==> src/rtl/systolic_feeder_if.sv <==
// Load/stream bus between the operand feeder and its controller.
interface systolic_feeder_if #(
    parameter int unsigned N      = 4,
    parameter int unsigned DATA_W = 8
);
    localparam int unsigned IDX_W = (N > 1) ? $clog2(N) : 1;

    logic                  wr_en;
    logic                  wr_sel;
    logic [IDX_W-1:0]      wr_row;
    logic [IDX_W-1:0]      wr_col;
    logic [DATA_W-1:0]     wr_data;
    logic                  start;
    logic [N*DATA_W-1:0]   a_out;
    logic [N*DATA_W-1:0]   b_out;
    logic                  valid_out;
    logic                  busy;
    logic                  done;

    modport master (
        output wr_en, wr_sel, wr_row, wr_col, wr_data, start,
        input  a_out, b_out, valid_out, busy, done
    );

    modport slave (
        input  wr_en, wr_sel, wr_row, wr_col, wr_data, start,
        output a_out, b_out, valid_out, busy, done
    );
endinterface

==> src/rtl/systolic_feeder.sv <==
// Operand feeder for an NxN systolic array: stores A and B, then drives
// skewed, zero-padded west (A rows) and north (B columns) edge streams.
module systolic_feeder #(
    parameter int unsigned N      = 4,
    parameter int unsigned DATA_W = 8
) (
    input  logic              clk,
    input  logic              reset,
    systolic_feeder_if.slave  bus
);
    localparam int unsigned IDX_W  = (N > 1) ? $clog2(N) : 1;
    localparam int unsigned T_LAST = 3 * N - 3;
    localparam int unsigned CNT_W  = (T_LAST > 0) ? $clog2(T_LAST + 1) : 1;

    typedef enum logic [1:0] {
        IDLE   = 2'd0,
        STREAM = 2'd1,
        DONE   = 2'd2
    } state_t;

    state_t              state_q, state_d;
    logic [CNT_W-1:0]    t_q, t_d;
    logic                valid_q, valid_d;
    logic                busy_q, busy_d;
    logic                done_q, done_d;
    logic [N*DATA_W-1:0] a_q, a_d;
    logic [N*DATA_W-1:0] b_q, b_d;

    logic [DATA_W-1:0]   mat_a [N][N];
    logic [DATA_W-1:0]   mat_b [N][N];

    logic                wr_ok;
    int                  d;

    // Loads are only accepted while idle; streaming contents stay frozen.
    assign wr_ok = bus.wr_en && (state_q == IDLE);

    // Matrix storage, cleared on reset and persistent across runs.
    always_ff @(posedge clk or posedge reset) begin
        if (reset) begin
            for (int r = 0; r < int'(N); r++) begin
                for (int c = 0; c < int'(N); c++) begin
                    mat_a[r][c] <= '0;
                    mat_b[r][c] <= '0;
                end
            end
        end else if (wr_ok) begin
            if (!bus.wr_sel) begin
                mat_a[bus.wr_row][bus.wr_col] <= bus.wr_data;
            end else begin
                mat_b[bus.wr_row][bus.wr_col] <= bus.wr_data;
            end
        end
    end

    // State, stream counter and registered outputs.
    always_ff @(posedge clk or posedge reset) begin
        if (reset) begin
            state_q <= IDLE;
            t_q     <= '0;
            valid_q <= 1'b0;
            busy_q  <= 1'b0;
            done_q  <= 1'b0;
            a_q     <= '0;
            b_q     <= '0;
        end else begin
            state_q <= state_d;
            t_q     <= t_d;
            valid_q <= valid_d;
            busy_q  <= busy_d;
            done_q  <= done_d;
            a_q     <= a_d;
            b_q     <= b_d;
        end
    end

    // Next state plus next-cycle control outputs; t_d is the index presented next.
    always_comb begin
        state_d = state_q;
        t_d     = t_q;
        valid_d = 1'b0;
        busy_d  = 1'b0;
        done_d  = 1'b0;
        case (state_q)
            IDLE: begin
                if (bus.start) begin
                    state_d = STREAM;
                    t_d     = '0;
                    valid_d = 1'b1;
                    busy_d  = 1'b1;
                end
            end
            STREAM: begin
                busy_d = 1'b1;
                if (t_q == CNT_W'(T_LAST)) begin
                    state_d = DONE;
                    t_d     = '0;
                    done_d  = 1'b1;
                end else begin
                    t_d     = t_q + CNT_W'(1);
                    valid_d = 1'b1;
                end
            end
            DONE: begin
                state_d = IDLE;
            end
            default: begin
                state_d = IDLE;
                t_d     = '0;
            end
        endcase
    end

    // Skewed lane select; a write landing on the start edge is forwarded so
    // the very first stream cycle already sees it.
    always_comb begin
        a_d = '0;
        b_d = '0;
        d   = 0;
        if (valid_d) begin
            for (int i = 0; i < int'(N); i++) begin
                d = int'(t_d) - i;
                if (d >= 0 && d < int'(N)) begin
                    a_d[i*DATA_W +: DATA_W] = mat_a[IDX_W'(i)][IDX_W'(d)];
                    b_d[i*DATA_W +: DATA_W] = mat_b[IDX_W'(d)][IDX_W'(i)];
                    if (wr_ok && !bus.wr_sel &&
                        bus.wr_row == IDX_W'(i) && bus.wr_col == IDX_W'(d)) begin
                        a_d[i*DATA_W +: DATA_W] = bus.wr_data;
                    end
                    if (wr_ok && bus.wr_sel &&
                        bus.wr_row == IDX_W'(d) && bus.wr_col == IDX_W'(i)) begin
                        b_d[i*DATA_W +: DATA_W] = bus.wr_data;
                    end
                end
            end
        end
    end

    assign bus.a_out     = a_q;
    assign bus.b_out     = b_q;
    assign bus.valid_out = valid_q;
    assign bus.busy      = busy_q;
    assign bus.done      = done_q;

endmodule

==> src/flat_wrapper.sv <==
// flat-port wrapper written by rule: the top's interface ports become plain ports
module systolic_feeder_flat 
#(
    parameter int unsigned N      = 4,
    parameter int unsigned DATA_W = 8
)
  (clk, reset, bus_wr_en, bus_wr_sel, bus_wr_row, bus_wr_col, bus_wr_data, bus_start, bus_a_out, bus_b_out, bus_valid_out, bus_busy, bus_done);
  systolic_feeder_if #(.N(N), .DATA_W(DATA_W)) bus_i ();
  input  logic clk;
  input  logic reset;
  input wire logic [$bits(bus_i.wr_en)-1:0] bus_wr_en;
  input wire logic [$bits(bus_i.wr_sel)-1:0] bus_wr_sel;
  input wire logic [$bits(bus_i.wr_row)-1:0] bus_wr_row;
  input wire logic [$bits(bus_i.wr_col)-1:0] bus_wr_col;
  input wire logic [$bits(bus_i.wr_data)-1:0] bus_wr_data;
  input wire logic [$bits(bus_i.start)-1:0] bus_start;
  output wire logic [$bits(bus_i.a_out)-1:0] bus_a_out;
  output wire logic [$bits(bus_i.b_out)-1:0] bus_b_out;
  output wire logic [$bits(bus_i.valid_out)-1:0] bus_valid_out;
  output wire logic [$bits(bus_i.busy)-1:0] bus_busy;
  output wire logic [$bits(bus_i.done)-1:0] bus_done;
  assign bus_i.wr_en = bus_wr_en;
  assign bus_i.wr_sel = bus_wr_sel;
  assign bus_i.wr_row = bus_wr_row;
  assign bus_i.wr_col = bus_wr_col;
  assign bus_i.wr_data = bus_wr_data;
  assign bus_i.start = bus_start;
  assign bus_a_out = bus_i.a_out;
  assign bus_b_out = bus_i.b_out;
  assign bus_valid_out = bus_i.valid_out;
  assign bus_busy = bus_i.busy;
  assign bus_done = bus_i.done;
  systolic_feeder #(.N(N), .DATA_W(DATA_W)) u_core (.clk(clk), .reset(reset), .bus(bus_i));
endmodule
==> config.mk <==
export PLATFORM = sky130hd
export DESIGN_NAME = systolic_feeder_flat
export DESIGN_NICKNAME = d
export VERILOG_FILES = /design/src/rtl/systolic_feeder_if.sv /design/src/rtl/systolic_feeder.sv /design/src/flat_wrapper.sv
export SDC_FILE = /design/constraint.sdc
export NUM_CORES = 1
export LEC_CHECK = 0
export ABC_AREA = 1
export CAP_MARGIN = 20
export CORE_MARGIN = 4
export CORE_UTILIZATION = 44
export DETAILED_ROUTE_END_ITERATION = 8
export PLACE_DENSITY = 0.73
export SYNTH_ARGS = -nofsm -noshare
export SYNTH_HDL_FRONTEND = slang
export SYNTH_SLANG_ARGS = --single-unit
==> constraint.sdc <==
create_clock -name clk -period 5.5 [get_ports clk]
set_input_delay 0.825 -clock clk [delete_from_list [all_inputs] [get_ports clk]]
set_output_delay 0.825 -clock clk [all_outputs]
set_load 0.005 [all_outputs]
# == Yosys cells after proc, flatten, opt, wreduce, memory -nomap -nowiden ==
# Index checks and enable logic that the tools add are counted.
# Widths: inputs -> output; s select.
# word_totals
word_cells,171
reg_bits,329
out_inout_bits,67
in_bits,17
# classes
addsub,4
eq_ne,19
muxes,54
n_lt_le_gt_ge,16
bitwise_logic,7
n_reduce_logical,32
# op_table
cell,count
$bwmux 128,2
$mux 8,25
$mux 32,5
$bmux 32 s2,2
$ge 32x1->1 const B,3
$lt 32x4->1 const B,3
$bmux 8 s2,4
$demux 32 s2,1
$mux 24,2
$logic_and 1x1->1,25
$demux 8 s2,1
$eq 2x2->1,8
$ge 2x3->1 const B,4
$pmux 4 s3,1
$eq 2x2->1 const B,5
$sub 4x2->5 const B,2
$mux 4,2
$not 2->2,4
$eq 2x1->1 const B,3
$ge 3x3->1 const B,2
$logic_not 2->1,3
$lt 3x1->1 const B,2
$not 2->3,2
$reduce_and 2->1,3
other kinds (13),18

# == Longest topological paths before layout ==
# depth
word_depth,11
mapped_depth,15
ltp_nobuf,13

# == Worst setup path after synthesis ==
# No wires, ideal clock.
# synth_timing
path_kind,input port to flip-flop
startpoint,input port bus_start
endpoint,register u_core.a_q[10] (netlist: u_core.bus.a_out[10])
path_buffers,2
setup_time_ps,69
path_stages,14
path_slack_ps,2575
t_arrival_ps,2856
required_ps,5431
path_cell_list,nand2_1 > nand2_1 > nand2_1 > nand2_2 > clkinv_1 > buf_2 > ha_1 > clkbuf_1 > xnor2_1 > nor2_2 > nand2_2 > nand3_1 > nand3_1 > nor2_2
# synth_via
elab_chain_cells,10
word_cells_on_any_way,17
classes_between,1 x add/sub; 2 x order compare; 1 x eq/ne; 10 x mux; 1 x bitwise; 2 x reduce/logical
# synth_rtl
item,line_no,rtl
from (decl),flat_wrapper.sv:16,input wire logic [$bits(bus_i.start)-1:0] bus_start;
$mux 4 (*),systolic_feeder.sv:86,if (bus.start) begin
$pmux 4 s3 (*),systolic_feeder.sv:84,case (state_q)
via u_core.t_d[1],systolic_feeder.sv:22,"logic [CNT_W-1:0] t_q, t_d;"
$sub 4x1->5 (*),systolic_feeder.sv:122,d = int'(t_d) - i;
"parallel branches: the longest is 5 deep, another holds $ge 32x1->1",--,
$mux 8 (*),systolic_feeder.sv:123,if (d >= 0 && d < int'(N)) begin
$mux 32 (*),systolic_feeder.sv:120,if (valid_d) begin
via u_core.a_d[10],systolic_feeder.sv:26,"logic [N*DATA_W-1:0] a_q, a_d;"
to (signal assigned),systolic_feeder.sv:64,a_q <= '0;
to (signal assigned),systolic_feeder.sv:72,a_q <= a_d;
to (decl),systolic_feeder.sv:26,
# Mark *: on every way through the listed nets, which the timed path passes. The select of a mux whose other input is x is not followed.
# A chain may end at the register's enable or synchronous reset.

# == Final worst setup path ==
# layout_timing
startpoint,input port bus_start
endpoint,register u_core.a_q[8] (netlist: u_core.bus.a_out[8])
# layout_via
elab_chain_cells,10
word_cells_on_any_way,17
classes_between,1 x add/sub; 2 x order compare; 1 x eq/ne; 10 x mux; 1 x bitwise; 2 x reduce/logical
# layout_rtl
item,line_no
"parallel branches: the longest is 9 deep, another holds $ge 32x1->1",--
$mux 32 (*),systolic_feeder.sv:120
via u_core.a_d[8],systolic_feeder.sv:26
# Marked as above.

==> results.yml <==
cts:
  cts_tree: "built"
  cts_resized: 0
  htreeDepth: 4
  root_buffer: "clkbuf_16"
  clock_path_buffers: 2
  cts_sinks: 185
  numCtsBuffers: 17
  cts_setup_buffers: 0
  hold_buffers: 0
  clkTransAtPathRegs_ns: 0.07
  clock_latency_ns: 0.43
final_layout:
  nNetsFinal: 1173
  drive_gt1_frac: 0.07904
  num_antenna_cells: 0
  fin_util: 0.5257
  finalInstanceArea_sq_um: 10360
  final_cell_mix: "nand2_1, dfrtp_1, nand3_1"
  final_cells: 1429
  mostFrequentLayoutCell: "nand2_1"
  syn_to_final_growth_pct: 16.12
power:
  combPwrFrac: 0.481
  p_int_mw: 3.510
  p_clk_frac: 0.213
  p_sw_frac: 0.4145
  power.switching_mw: 2.484
  seqPwrFrac: 0.306
  vdd_ir_drop_max_mv: 0.4382
  p_per_area_nw_per_um2: 578.3
  power_mw: 5.994
  p_leak_nw: 4.973
global_route:
  grt_pass1_vias: 6828
  grt_max_degree: 186
  grtUsageMet2: 0.3220
  grt_pass1_wl_microns: 35300
  antenna_found_initial: 0
  use_met1: 0.2743
  grt_busiest_layer: "met2"
  grtUsageMet3: 0.03793
  grt_overflow_total: 0
  grt_usage: 0.2008
setup_path:
  worstPathArrival_ns: 4.00
  reg2reg_setup_slack_ns: 2.12
  critical_path_class: "primary input to flop"
  worstPathMaxFanout: 38
  end_kind: "flop"
  crit_required_ns: 5.85
  critPathLaunchType: "primary input"
run_status:
  status: "complete, no violations"
route:
  drt_wl_total_microns: 22030
  viasPerCell: 5.098
  ant_nets: 0
  wire_per_inst_microns: 15.41
  drtIter0Drc: 636
  vias: 7285
  dr.pass1.iters: 6
  drc: 0
place:
  portBuffers: 83
  dp_cells: 1397
  postPlaceCellArea_sq_um: 9744
  gp_congestion: 0.9077
  dpl.hpwl_microns: 14240
timing:
  slew_headroom: 0.3011
  min_period_ns: 3.648
  clock.fmax_mhz: 274.1
  rsz0062_at_grt: "false"
  finalCritPeriodShare: 0.6633
  hold_viol_final: 0
  clock_skew_ns: 0.007946
  fin_tns_setup_ns: 0
  setup_viol: 0
  drv_slew: 0
  worst_pin_slew_ns: 1.045
floorplan:
  core_sq_um: 19720
  rows: 51
  die-area_sq_um: 22630
  io_pins: 84
  fp.dieW_microns: 150.4
  die_h_microns: 150.4
  initial_core_util: 0.4527
logic_synthesis:
  ys_seq_elements: 185
  synth_warnings: 0
  netlist-cell-type-count: 29
  synth_seq_area_share: 0.5186
  synthCells: 1120
  syn_area_sq_um: 8926
  syn_nets: 1142
  syn_avg_cell_area_sq_um: 7.970
flow_run:
  cap_violations: 0
hold_path:
  hold_class: "flop to flop"
flip-flops by register name, indices dropped and copies added, names as in the netlist:
signal,count
u_core.bus.a_out,32
u_core.bus.b_out,16
u_core.bus.busy,1
u_core.bus.done,1
u_core.bus.valid_out,1
u_core.mat_a,64
u_core.mat_b,64
u_core.state_q,2
u_core.t_q,4
stage by stage:
stage | hold WS [ns] | setup WS (ns)
final | 0.4809 | 1.852
after global routing | 0.5027 | 1.660
after CTS | 0.4841 | 1.901
after detailed placement | 0.4661 | 1.479
after global placement | 0.4596 | 1.539
after floorplan | 0.4457 | 2.296
path summary, 6_finish.rpt:
check                      depth (start not counted)                  end               from
max                                               11  u_core.bus.a_out[8]          bus_start
min                                                2     u_core.mat_b[56]   u_core.mat_b[56]
max reg2reg                                       14  u_core.bus.a_out[8]  u_core.state_q[0]
min reg2reg                                        2     u_core.mat_b[56]   u_core.mat_b[56]
max in group asynchronous                          3  u_core.bus.b_out[7]              reset
min in group asynchronous                          3     u_core.mat_b[54]              reset
cell families after synthesis:
kind of cell    synth area share
compound gates           0.09013
xor+xnor                0.004907
fa+ha+maj               0.007009
buf+inv                   0.1030
flops                     0.5186
simple gates              0.2763
layer usage:
layer	share of wire	up-vias
met3	0.067	33
met1	0.44	3455
met5	0	-
met2	0.47	238
met4	0.020	0
li1	-	3559
cell type report:
class	instances	area, sq um
clock inverters	12	163.9
clock buffers	20	456.7
fillers	1822	9353
inverters	137	518.0
repair buffers	89	888.4
well taps	265	331.6
flip-flops and latches	185	4629
multi-input cells	721	3377
power by group through the flow:
stage / combinational, mW / sequential, mW / clock, mW
floorplan: 2.12 / 1.84 / 0
global placement: 2.78 / 1.85 / 0
detailed placement: 2.84 / 1.86 / 0
CTS: 2.87 / 1.83 / 1.29
global route: 3.24 / 1.86 / 1.36
finish: 2.88 / 1.83 / 1.28
worst max-delay path, cell delays in order:
cell and delay (ns):
clkdlybuf4s50_1 0.44, nand2_1 0.14, nand3_4 0.36, nand2_2 0.63
ha_1 0.48, xnor2_1 0.21, nor2_2 0.35, nand2_2 0.19
nand3_1 0.11, nand3_1 0.10, nor2_2 0.15
Yosys cell counts, drive strengths merged:
| cell type | instances | share of area |
|---|---|---|
| clkinv | 1 | 0.00042 |
| a21oi | 19 | 0.011 |
| nor2 | 97 | 0.050 |
| nand3 | 146 | 0.084 |
| nor3 | 4 | 0.0045 |
| o211ai | 8 | 0.0067 |
| o21ai | 129 | 0.072 |
| xor2 | 2 | 0.0020 |
| clkbuf | 40 | 0.017 |
| nand2 | 299 | 0.13 |
| inv | 136 | 0.057 |
| nand4 | 1 | 0.00070 |
| or2 | 8 | 0.0056 |
| xnor2 | 3 | 0.0029 |
| buf | 37 | 0.029 |
| dfrtp | 185 | 0.52 |
| ha | 5 | 0.0070 |
Power figures use the tool's default switching activity.
